<file path="src/rtl/inst_queue_pkg.sv">
// Shared constants and entry type for the fetch-to-decode instruction queue.
package inst_queue_pkg;

  localparam int INST_WIDTH     = 32;
  localparam int IQ_DEPTH_LOG   = 4;
  localparam int IQ_FULL_MARGIN = 2;

  typedef struct packed {
    logic [INST_WIDTH-1:0] inst;
    logic [INST_WIDTH-1:0] pc;
  } iq_entry_t;

endpackage

</file>
<file path="src/rtl/inst_queue_if.sv">
// Fetcher-side and decoder/dispatcher-side signals of the instruction queue.
interface inst_queue_if;
  import inst_queue_pkg::*;

  logic                  valid_if_in;
  logic [INST_WIDTH-1:0] inst_if_in;
  logic [INST_WIDTH-1:0] pc_if_in;
  logic                  full_if_out;
  logic                  rdy_dec_out;
  logic [INST_WIDTH-1:0] inst_dec_out;
  logic [INST_WIDTH-1:0] pc_dec_out;
  logic                  stall_dp_in;

  modport slave (
    input  valid_if_in, inst_if_in, pc_if_in, stall_dp_in,
    output full_if_out, rdy_dec_out, inst_dec_out, pc_dec_out
  );

  modport master (
    output valid_if_in, inst_if_in, pc_if_in, stall_dp_in,
    input  full_if_out, rdy_dec_out, inst_dec_out, pc_dec_out
  );

endinterface

</file>
<file path="src/rtl/inst_queue.sv">
// Circular show-ahead instruction FIFO between fetcher and decoder,
// flushed on mispredict via clear_in.
module inst_queue
  import inst_queue_pkg::*;
#(
  parameter int DEPTH_LOG   = IQ_DEPTH_LOG,
  parameter int FULL_MARGIN = IQ_FULL_MARGIN
) (
  input  logic         clk_in,
  input  logic         rst_in,
  input  logic         rdy_in,
  input  logic         clear_in,
  inst_queue_if.slave  iq
);

  localparam int DEPTH = 1 << DEPTH_LOG;
  localparam logic [DEPTH_LOG:0] CNT_FULL = (DEPTH_LOG+1)'(DEPTH);
  localparam logic [DEPTH_LOG:0] CNT_HIGH = (DEPTH_LOG+1)'(DEPTH - FULL_MARGIN);

  iq_entry_t            mem [DEPTH];
  iq_entry_t            head_entry;
  logic [DEPTH_LOG-1:0] head;
  logic [DEPTH_LOG-1:0] tail;
  logic [DEPTH_LOG:0]   count;
  logic                 empty;
  logic                 push;
  logic                 pop;

  // A full queue refuses the fetch even when a pop frees a slot this cycle.
  always_comb begin
    empty = (count == '0);
    push  = rdy_in & iq.valid_if_in & (count != CNT_FULL);
    pop   = rdy_in & ~empty & ~iq.stall_dp_in;
  end

  always_ff @(posedge clk_in or negedge rst_in) begin
    if (!rst_in) begin
      head  <= '0;
      tail  <= '0;
      count <= '0;
    end else if (rdy_in) begin
      if (clear_in) begin
        head  <= '0;
        tail  <= '0;
        count <= '0;
      end else begin
        if (push) tail <= tail + 1'b1;
        if (pop)  head <= head + 1'b1;
        case ({push, pop})
          2'b10:   count <= count + 1'b1;
          2'b01:   count <= count - 1'b1;
          default: count <= count;
        endcase
      end
    end
  end

  always_ff @(posedge clk_in) begin
    if (push && !clear_in) begin
      mem[tail] <= '{inst: iq.inst_if_in, pc: iq.pc_if_in};
    end
  end

  // Empty queue drives zeros so stale storage never reaches the decoder.
  always_comb begin
    head_entry      = mem[head];
    iq.rdy_dec_out  = rdy_in & ~empty;
    iq.inst_dec_out = empty ? '0 : head_entry.inst;
    iq.pc_dec_out   = empty ? '0 : head_entry.pc;
    iq.full_if_out  = (count >= CNT_HIGH);
  end

endmodule

</file>
<file path="src/flat_wrapper.sv">
// flat-port wrapper written by rule: the top's interface ports become plain ports
module inst_queue_flat import inst_queue_pkg::*;
#(
  parameter int DEPTH_LOG   = IQ_DEPTH_LOG,
  parameter int FULL_MARGIN = IQ_FULL_MARGIN
)
  (clk_in, rst_in, rdy_in, clear_in, iq_valid_if_in, iq_inst_if_in, iq_pc_if_in, iq_stall_dp_in, iq_full_if_out, iq_rdy_dec_out, iq_inst_dec_out, iq_pc_dec_out);
  inst_queue_if iq_i ();
  input  logic clk_in;
  input  logic rst_in;
  input  logic rdy_in;
  input  logic clear_in;
  input wire logic [$bits(iq_i.valid_if_in)-1:0] iq_valid_if_in;
  input wire logic [$bits(iq_i.inst_if_in)-1:0] iq_inst_if_in;
  input wire logic [$bits(iq_i.pc_if_in)-1:0] iq_pc_if_in;
  input wire logic [$bits(iq_i.stall_dp_in)-1:0] iq_stall_dp_in;
  output wire logic [$bits(iq_i.full_if_out)-1:0] iq_full_if_out;
  output wire logic [$bits(iq_i.rdy_dec_out)-1:0] iq_rdy_dec_out;
  output wire logic [$bits(iq_i.inst_dec_out)-1:0] iq_inst_dec_out;
  output wire logic [$bits(iq_i.pc_dec_out)-1:0] iq_pc_dec_out;
  assign iq_i.valid_if_in = iq_valid_if_in;
  assign iq_i.inst_if_in = iq_inst_if_in;
  assign iq_i.pc_if_in = iq_pc_if_in;
  assign iq_i.stall_dp_in = iq_stall_dp_in;
  assign iq_full_if_out = iq_i.full_if_out;
  assign iq_rdy_dec_out = iq_i.rdy_dec_out;
  assign iq_inst_dec_out = iq_i.inst_dec_out;
  assign iq_pc_dec_out = iq_i.pc_dec_out;
  inst_queue #(.DEPTH_LOG(DEPTH_LOG), .FULL_MARGIN(FULL_MARGIN)) u_core (.clk_in(clk_in), .rst_in(rst_in), .rdy_in(rdy_in), .clear_in(clear_in), .iq(iq_i));
endmodule
</file>
<file path="config.mk">
export PLATFORM = sky130hd
export DESIGN_NAME = inst_queue_flat
export DESIGN_NICKNAME = d
export VERILOG_FILES = /design/src/rtl/inst_queue_pkg.sv /design/src/rtl/inst_queue_if.sv /design/src/rtl/inst_queue.sv /design/src/flat_wrapper.sv
export SDC_FILE = /design/constraint.sdc
export NUM_CORES = 1
export LEC_CHECK = 0
export CAP_MARGIN = 20
export CORE_ASPECT_RATIO = 1.5
export CORE_UTILIZATION = 61
export CTS_CLUSTER_SIZE = 8
export DETAILED_ROUTE_END_ITERATION = 8
export PLACE_DENSITY = 0.79
export SLEW_MARGIN = 0
export SYNTH_ARGS = -nofsm -noshare
export SYNTH_HDL_FRONTEND = slang
export SYNTH_SLANG_ARGS = --single-unit
</file>
<file path="constraint.sdc">
create_clock -name clk_in -period 9.48 [get_ports clk_in]
set_clock_uncertainty 0.05 [all_clocks]
set_input_delay 1.896 -clock clk_in [delete_from_list [all_inputs] [get_ports clk_in]]
set_output_delay 1.896 -clock clk_in [all_outputs]
set_load 0.03 [all_outputs]
</file>
==> metrics.csv, run 1 <==
metric,value,unit
largest net degree at the start of global routing,167,
CTS sink cnt,1037,
CP Launch Type,register,
Die W,210,um
Comb power frac,0.197,
IO Pins,136,
post_cts resized,0,
Leak,0.0141,uW
DRC,0,
RSZ-0062 raised after global routing,no,
DIE AREA,66200,um^2
PwrDens,267,nW/um^2
total grt overflow,0,
die height,315,um
drt first-iter violations,2187,
cts hold-fix bufs,0,
Post-Place Cells,2572,
worst r2r src,u_core.count[1],
Syn Nets,1692,
CP Class,register to output port,
most frequent cells in the layout,"1024 x edfxtp_1, 320 x mux4_2, 149 x clkbuf_16",
Seq pwr share,0.426,
Filler Cells Inserted,3520,
Syn Area/Cell,24.6,um^2
Syn-to-layout area delta,16.5,%
core footprint,64500,um^2
final setup violation count,0,
Hold Path Sink,u_core.count[3],
htree depth,4,
vias in the first global route,20400,
clock-pin slew on the worst setup and hold paths,0.05,ns
final hold violation count,0,
Rows,114,
CTS root buffer,clkbuf_16,
Worst R2R Path Depth,6,
Total GRT Usage,0.295,
IO Port Bufs,135,
Initial Utilization,0.616,
CTS buffer count,147,
1st-pass router iterations,6,
area occupied by multi-input gates,8360,um^2
Synth area leaders,"edfxtp_1 77%, mux4_2 18%, nor2b_1 1.1%, dfrtp_1 0.82%, clkbuf_1 0.49%",
Fmax,151,MHz
clock network power share,0.378,
Final Non-Filler Cells,2754,
Tmin final,6.63,ns
Int Pwr,9060,uW
"commonest non-fill, non-tap cell in the layout",edfxtp_1,
final-stage net count,1929,
Max VDD drop,0.204,mV
Reg2Reg Capture Point,u_core.mem[0][24],
max-cap violations,0,
max-slew violation count,0,
CP Data Arrival Time,4.68,ns
CP Max Fanout,109,
vias after detailed routing,19000,
share of the synthesized area in the top cell type,0.774,
HPWL after detailed placement,42600,um
Min-Delay Path Class,register to register,
TritonCTS clock tree,built,
hold path depth,2,
later-pin clock latency in the skew report,0.70,ns
Critical Path RT,7.53,ns
Yosys reg bits,1037,
Synth area leader,edfxtp_1,
Sw Share,0.266,
worst slew pin tran,1.17,ns
Synth cell types,42,
clock tree buffer depth,3,
Net Switching,3290,uW
CP Capture Type,output port,
Sum Neg Setup Slack,0,ns
"Top FF cell, synth",edfxtp_1,
Routed WL,94400,um
initial antenna violation count,9,
worst min-delay path startpoint,u_core.count[3],
post-synthesis instance total,1615,
final period utilization,0.699,
fin util,0.718,
setup repair bufs after CTS,0,
layout cells sized above 1,0.292,
Routed wire per std cell,34.3,um
share of flip-flops with an asynchronous set or reset,0.0125,
Yosys warnings,0,
reg2reg setup slack,5.52,ns
Vias/cell,6.91,
sequential area share after synthesis,0.782,
GP Congestion,0.767,
register area,31100,um^2
Post-synth EDFFs,1024,
max_slew headroom,0.220,
outcome,"complete, no violations",
first-pass GRT wire length,137000,um
Mapped Area,39700,um^2
DRT antenna net count,0,
-- worst max-delay path, stage by stage (launching register included) --
cell and delay, ns:
dfrtp_4 1.07, buf_12 0.57, mux4_2 0.65, mux4_2 0.48, nor2b_1 0.20, clkdlybuf4s50_1 0.67
-- cell usage after synthesis (all sizes together) (2+ instances only) --
master	count
edfxtp	1024
a31oi	2
buf	35
or4	3
o22ai	4
ha	7
nand3b	2
xor2	3
mux4	320
nor2	13
dfrtp	13
nand2	9
nand3	4
inv	10
a21oi	8
nor4	14
clkbuf	52
mux2i	3
nor2b	67
o21ai	4
-- metrics by stage --
stage	cell area (um^2)	hold WS [ns]	setup WS [ns]	power (uW)
floorplan	39700	0.466	0.153	6920
global placement	42300	0.499	3.53	7720
CTS	46300	0.542	2.74	12400
finish	46300	0.551	2.85	12300
global route	46300	0.608	2.58	12700
detailed placement	42300	0.530	3.50	7760
-- power groups by stage --
stage / logic (uW) / clock network (uW) / registers, uW
3_3_place_gp: 2390 / 0 / 5330
5_1_grt: 2560 / 4880 / 5260
6_report: 2430 / 4660 / 5260
4_1_cts: 2470 / 4710 / 5260
2_1_floorplan: 1670 / 0 / 5240
3_5_place_dp: 2420 / 0 / 5340
-- cells by family (layout without fill, tap and decap cells) --
family          Yosys count  after routing  share of synthesized area
mux                     324            324                      0.182
xor+xnor                  4              4                   0.000882
other cells               0              6                          0
buf+inv                  97            360                     0.0103
compound gates           26             26                    0.00419
fa+ha+maj                 7              7                    0.00220
simple gates            120            120                     0.0179
flops                  1037           1037                      0.782
-- registers in the layout (all words and copies together), names as in the netlist --
name and flops:
u_core.count 5, u_core.head 4, u_core.mem 1024, u_core.tail 4
-- cell type report --
| cell class | count | area share |
|---|---|---|
| diodes | 6 | 0.000324 |
| clock buffers | 161 | 0.0815 |
| clock inverters | 14 | 0.00513 |
| inverters | 10 | 0.000811 |
| multi-input cells | 481 | 0.181 |
| flip-flops and latches | 1037 | 0.672 |
| well taps | 870 | 0.0235 |
| repair buffers | 175 | 0.0365 |
-- how the worst max path moves through the flow --
stage,slack (ns),end,startpoint
after floorplan,0.15,u_core.mem[11][0],iq_valid_if_in
after global placement,3.53,iq_pc_dec_out[6],u_core.head[0]
after detailed placement,3.50,iq_pc_dec_out[6],u_core.head[0]
after CTS,2.74,iq_pc_dec_out[6],u_core.head[0]
after global routing,2.58,iq_pc_dec_out[13],u_core.head[0]
final,2.85,iq_pc_dec_out[28],u_core.head[0]
-- routing by layer --
layer,wire length [um],track usage,share of wire
met4,3740,0.144,0.040
met2,50500,0.505,0.54
met1,32600,0.369,0.35
met3,7530,0.0497,0.080
met5,45,0,0.00048
Note: power is estimated with default switching activity, not from simulation.
==> run 2, diff against run 1 <==
Settings changed: CORE_UTILIZATION 61 to 55, PLACE_DENSITY 0.79 to 0.76.
Clock period 9.48 ns to 5.9 ns, I/O delays scaled along.
==> run 2 against run 1 <==
Critical path depth is the same. Worst setup slack worse by 2.2 ns. Via count fell by 2.2%. Cell count increased by 1.8%. First-iteration DRC count decreased by 15%. Routed wire length down 3.6%. Clock-buffer cell count rose by 5. Sequential power grew 60%. Sequential share of layout area down 0.56 points. Combinational power grew 63%. Largest power group unchanged. Highest routed layer unchanged.
==> metrics.csv, run 2 (synthesized netlist as in run 1, its figures left out) <==
metric,value,unit,change
outcome,"complete, no violations",,
Final Hold Slack,0.537,ns,-0.0143 ns
worst slew pin tran,1.03,ns,-0.141 ns
Vias/cell,6.64,,-4.0%
Critical Path RT,4.67,ns,-2.86 ns
PwrDens,423,nW/um^2,+59%
final-stage net count,1943,,+0.73%
layout cells sized above 1,0.296,,+0.00391
drt first-iter violations,1863,,-15%
Leak,0.0143,uW,+0.94%
Biggest register,u_core.mem,,
vias in the first global route,20100,,-1.1%
most frequent cells in the layout,"1024 x edfxtp_1, 320 x mux4_2, 154 x clkbuf_16",,
die height,331,um,+5.3%
DIE AREA,73300,um^2,+11%
HPWL after detailed placement,44300,um,+4.0%
largest net degree at the start of global routing,61,,-63%
IO Pins,136,,unchanged
Rows,120,,+5.3%
final setup violation count,0,,unchanged
1st-pass router iterations,5,,-1
clock tree buffer depth,3,,unchanged
biggest regs,"u_core.mem x1024, u_core.count x5",,
reg2reg setup slack,2.42,ns,-3.10 ns
core footprint,71500,um^2,+11%
CTS root buffer,clkbuf_16,,
setup repair bufs after CTS,0,,unchanged
later-pin clock latency in the skew report,0.68,ns,-0.02 ns
max reg flops,1024,,unchanged
CTS sink cnt,1037,,unchanged
worst r2r src,u_core.count[2],,
"Design Area, Final",46700,um^2,+0.84%
htree depth,4,,unchanged
Post-Place Cells,2632,,+2.3%
Tmin final,5.22,ns,
cts hold-fix bufs,0,,unchanged
max_slew headroom,0.314,,+0.0943
Hold Path Sink,u_core.count[3],,
max-cap violations,0,,unchanged
routed length on met3,5990,um,-20%
max-slew violation count,0,,unchanged
CP Capture Type,output port,,
Total GRT Usage,0.255,,-0.0404
Initial Utilization,0.556,,-0.0603
CP Max Fanout,30,,-72%
worst min-delay path startpoint,u_core.count[3],,
Routed wire per std cell,32.5,um,-5.3%
CP Launch Type,register,,
Routed WL,91000,um,-3.6%
IO Port Bufs,135,,unchanged
DRC,0,,unchanged
top sig layer,met5,,
CP Data Arrival Time,3.99,ns,-0.69 ns
final hold violation count,0,,unchanged
initial antenna violation count,4,,-5
TritonCTS clock tree,built,,
Min-Delay Path Class,register to register,,
"commonest non-fill, non-tap cell in the layout",edfxtp_1,,
Final Non-Filler Cells,2804,,+1.8%
post_cts resized,0,,unchanged
vias after detailed routing,18600,,-2.2%
CP Class,register to output port,,
GP Congestion,0.785,,+2.4%
Fmax,192,MHz,
final period utilization,0.884,,
Max VDD drop,0.364,mV,+78%
total grt overflow,0,,unchanged
CTS buffer count,147,,unchanged
RSZ-0062 raised after global routing,no,,
DRT antenna net count,0,,unchanged
Worst R2R Path Depth,5,,-1
Post-DP Area,42700,um^2,+1.1%
first-pass GRT wire length,134000,um,-2.2%
Die W,221,um,+5.3%
Met1 Routed Length,33100,um,+1.7%
routed wl met2,49000,um,-3.0%
clock-pin slew on the worst setup and hold paths,0.05,ns,about the same
Syn-to-layout area delta,17.5,%,
Reg2Reg Capture Point,u_core.mem[12][23],,
hold path depth,2,,unchanged
run 2: cell types whose count changed in the layout (fill, tap and decap cells not counted), moves of 4 or more:
cell,before,now
nor4_4,0,10
clkbuf_16,149,154
buf_12,3,21
diode_2,6,2
nor4_2,12,2
run 2: layout make-up:
class | instances | area (um^2)
Inverter | 10 | 37.5
Tap cell | 915 | 1140
Multi-Input combinational cell | 481 | 8450
Timing Repair Buffer | 189 | 2020
Clock buffer | 166 | 3900
Fill cell | 4317 | 24800
Sequential cell | 1037 | 31100
Clock inverter | 4 | 38.8
Antenna cell | 2 | 5.00
run 2: report_power, final:
group | leakage (uW) | switching [uW] | total, uW | internal, uW
Clock | 0.00193 | 2810 | 7380 | 4560
Sequential | 0.00938 | 168 | 8410 | 8250
Combinational | 0.00297 | 2100 | 3970 | 1880
Total | 0.0143 | 5080 | 19800 | 14700
run 2: per-stage QoR:
| step | setup WS [ns] | util | total power [uW] | TNS [ns] |
|---|---|---|---|---|
| floorplan | -2.51 | - | 11100 | -380.10 |
| global placement | 1.32 | 0.598 | 12500 | 0 |
| detailed placement | 1.25 | 0.598 | 12600 | 0 |
| CTS | 0.587 | 0.653 | 19900 | 0 |
| global route | 0.485 | 0.653 | 20400 | 0 |
| finish | 0.682 | 0.653 | 19800 | 0 |
run 2: critical path, stage by stage (launching register included):
cell	delay, ns
dfrtp_4	0.84
buf_4	0.56
mux4_2	0.59
mux4_2	0.51
nor2b_1	0.16
clkdlybuf4s50_1	0.61
run 2: layer usage:
layer / track usage / vias to the layer above
met4: 0.102 / 4
met5: 0 / -
li1: - / 7410
met2: 0.443 / 997
met3: 0.0424 / 201
met1: 0.321 / 9997
run 2: worst max path at each step:
| stage | startpoint | endpoint | slack [ns] | cells past startpoint |
|---|---|---|---|---|
| finish | u_core.head[0] | iq_pc_dec_out[4] | 0.68 | 5 |
| floorplan | iq_valid_if_in | u_core.mem[0][0] | -2.51 | 3 |
| global route | u_core.head[0] | iq_pc_dec_out[4] | 0.48 | 5 |
| CTS | u_core.head[0] | iq_pc_dec_out[4] | 0.59 | 5 |
| detailed placement | iq_valid_if_in | u_core.mem[12][20] | 1.25 | 5 |
| global placement | iq_valid_if_in | u_core.mem[12][19] | 1.32 | 5 |
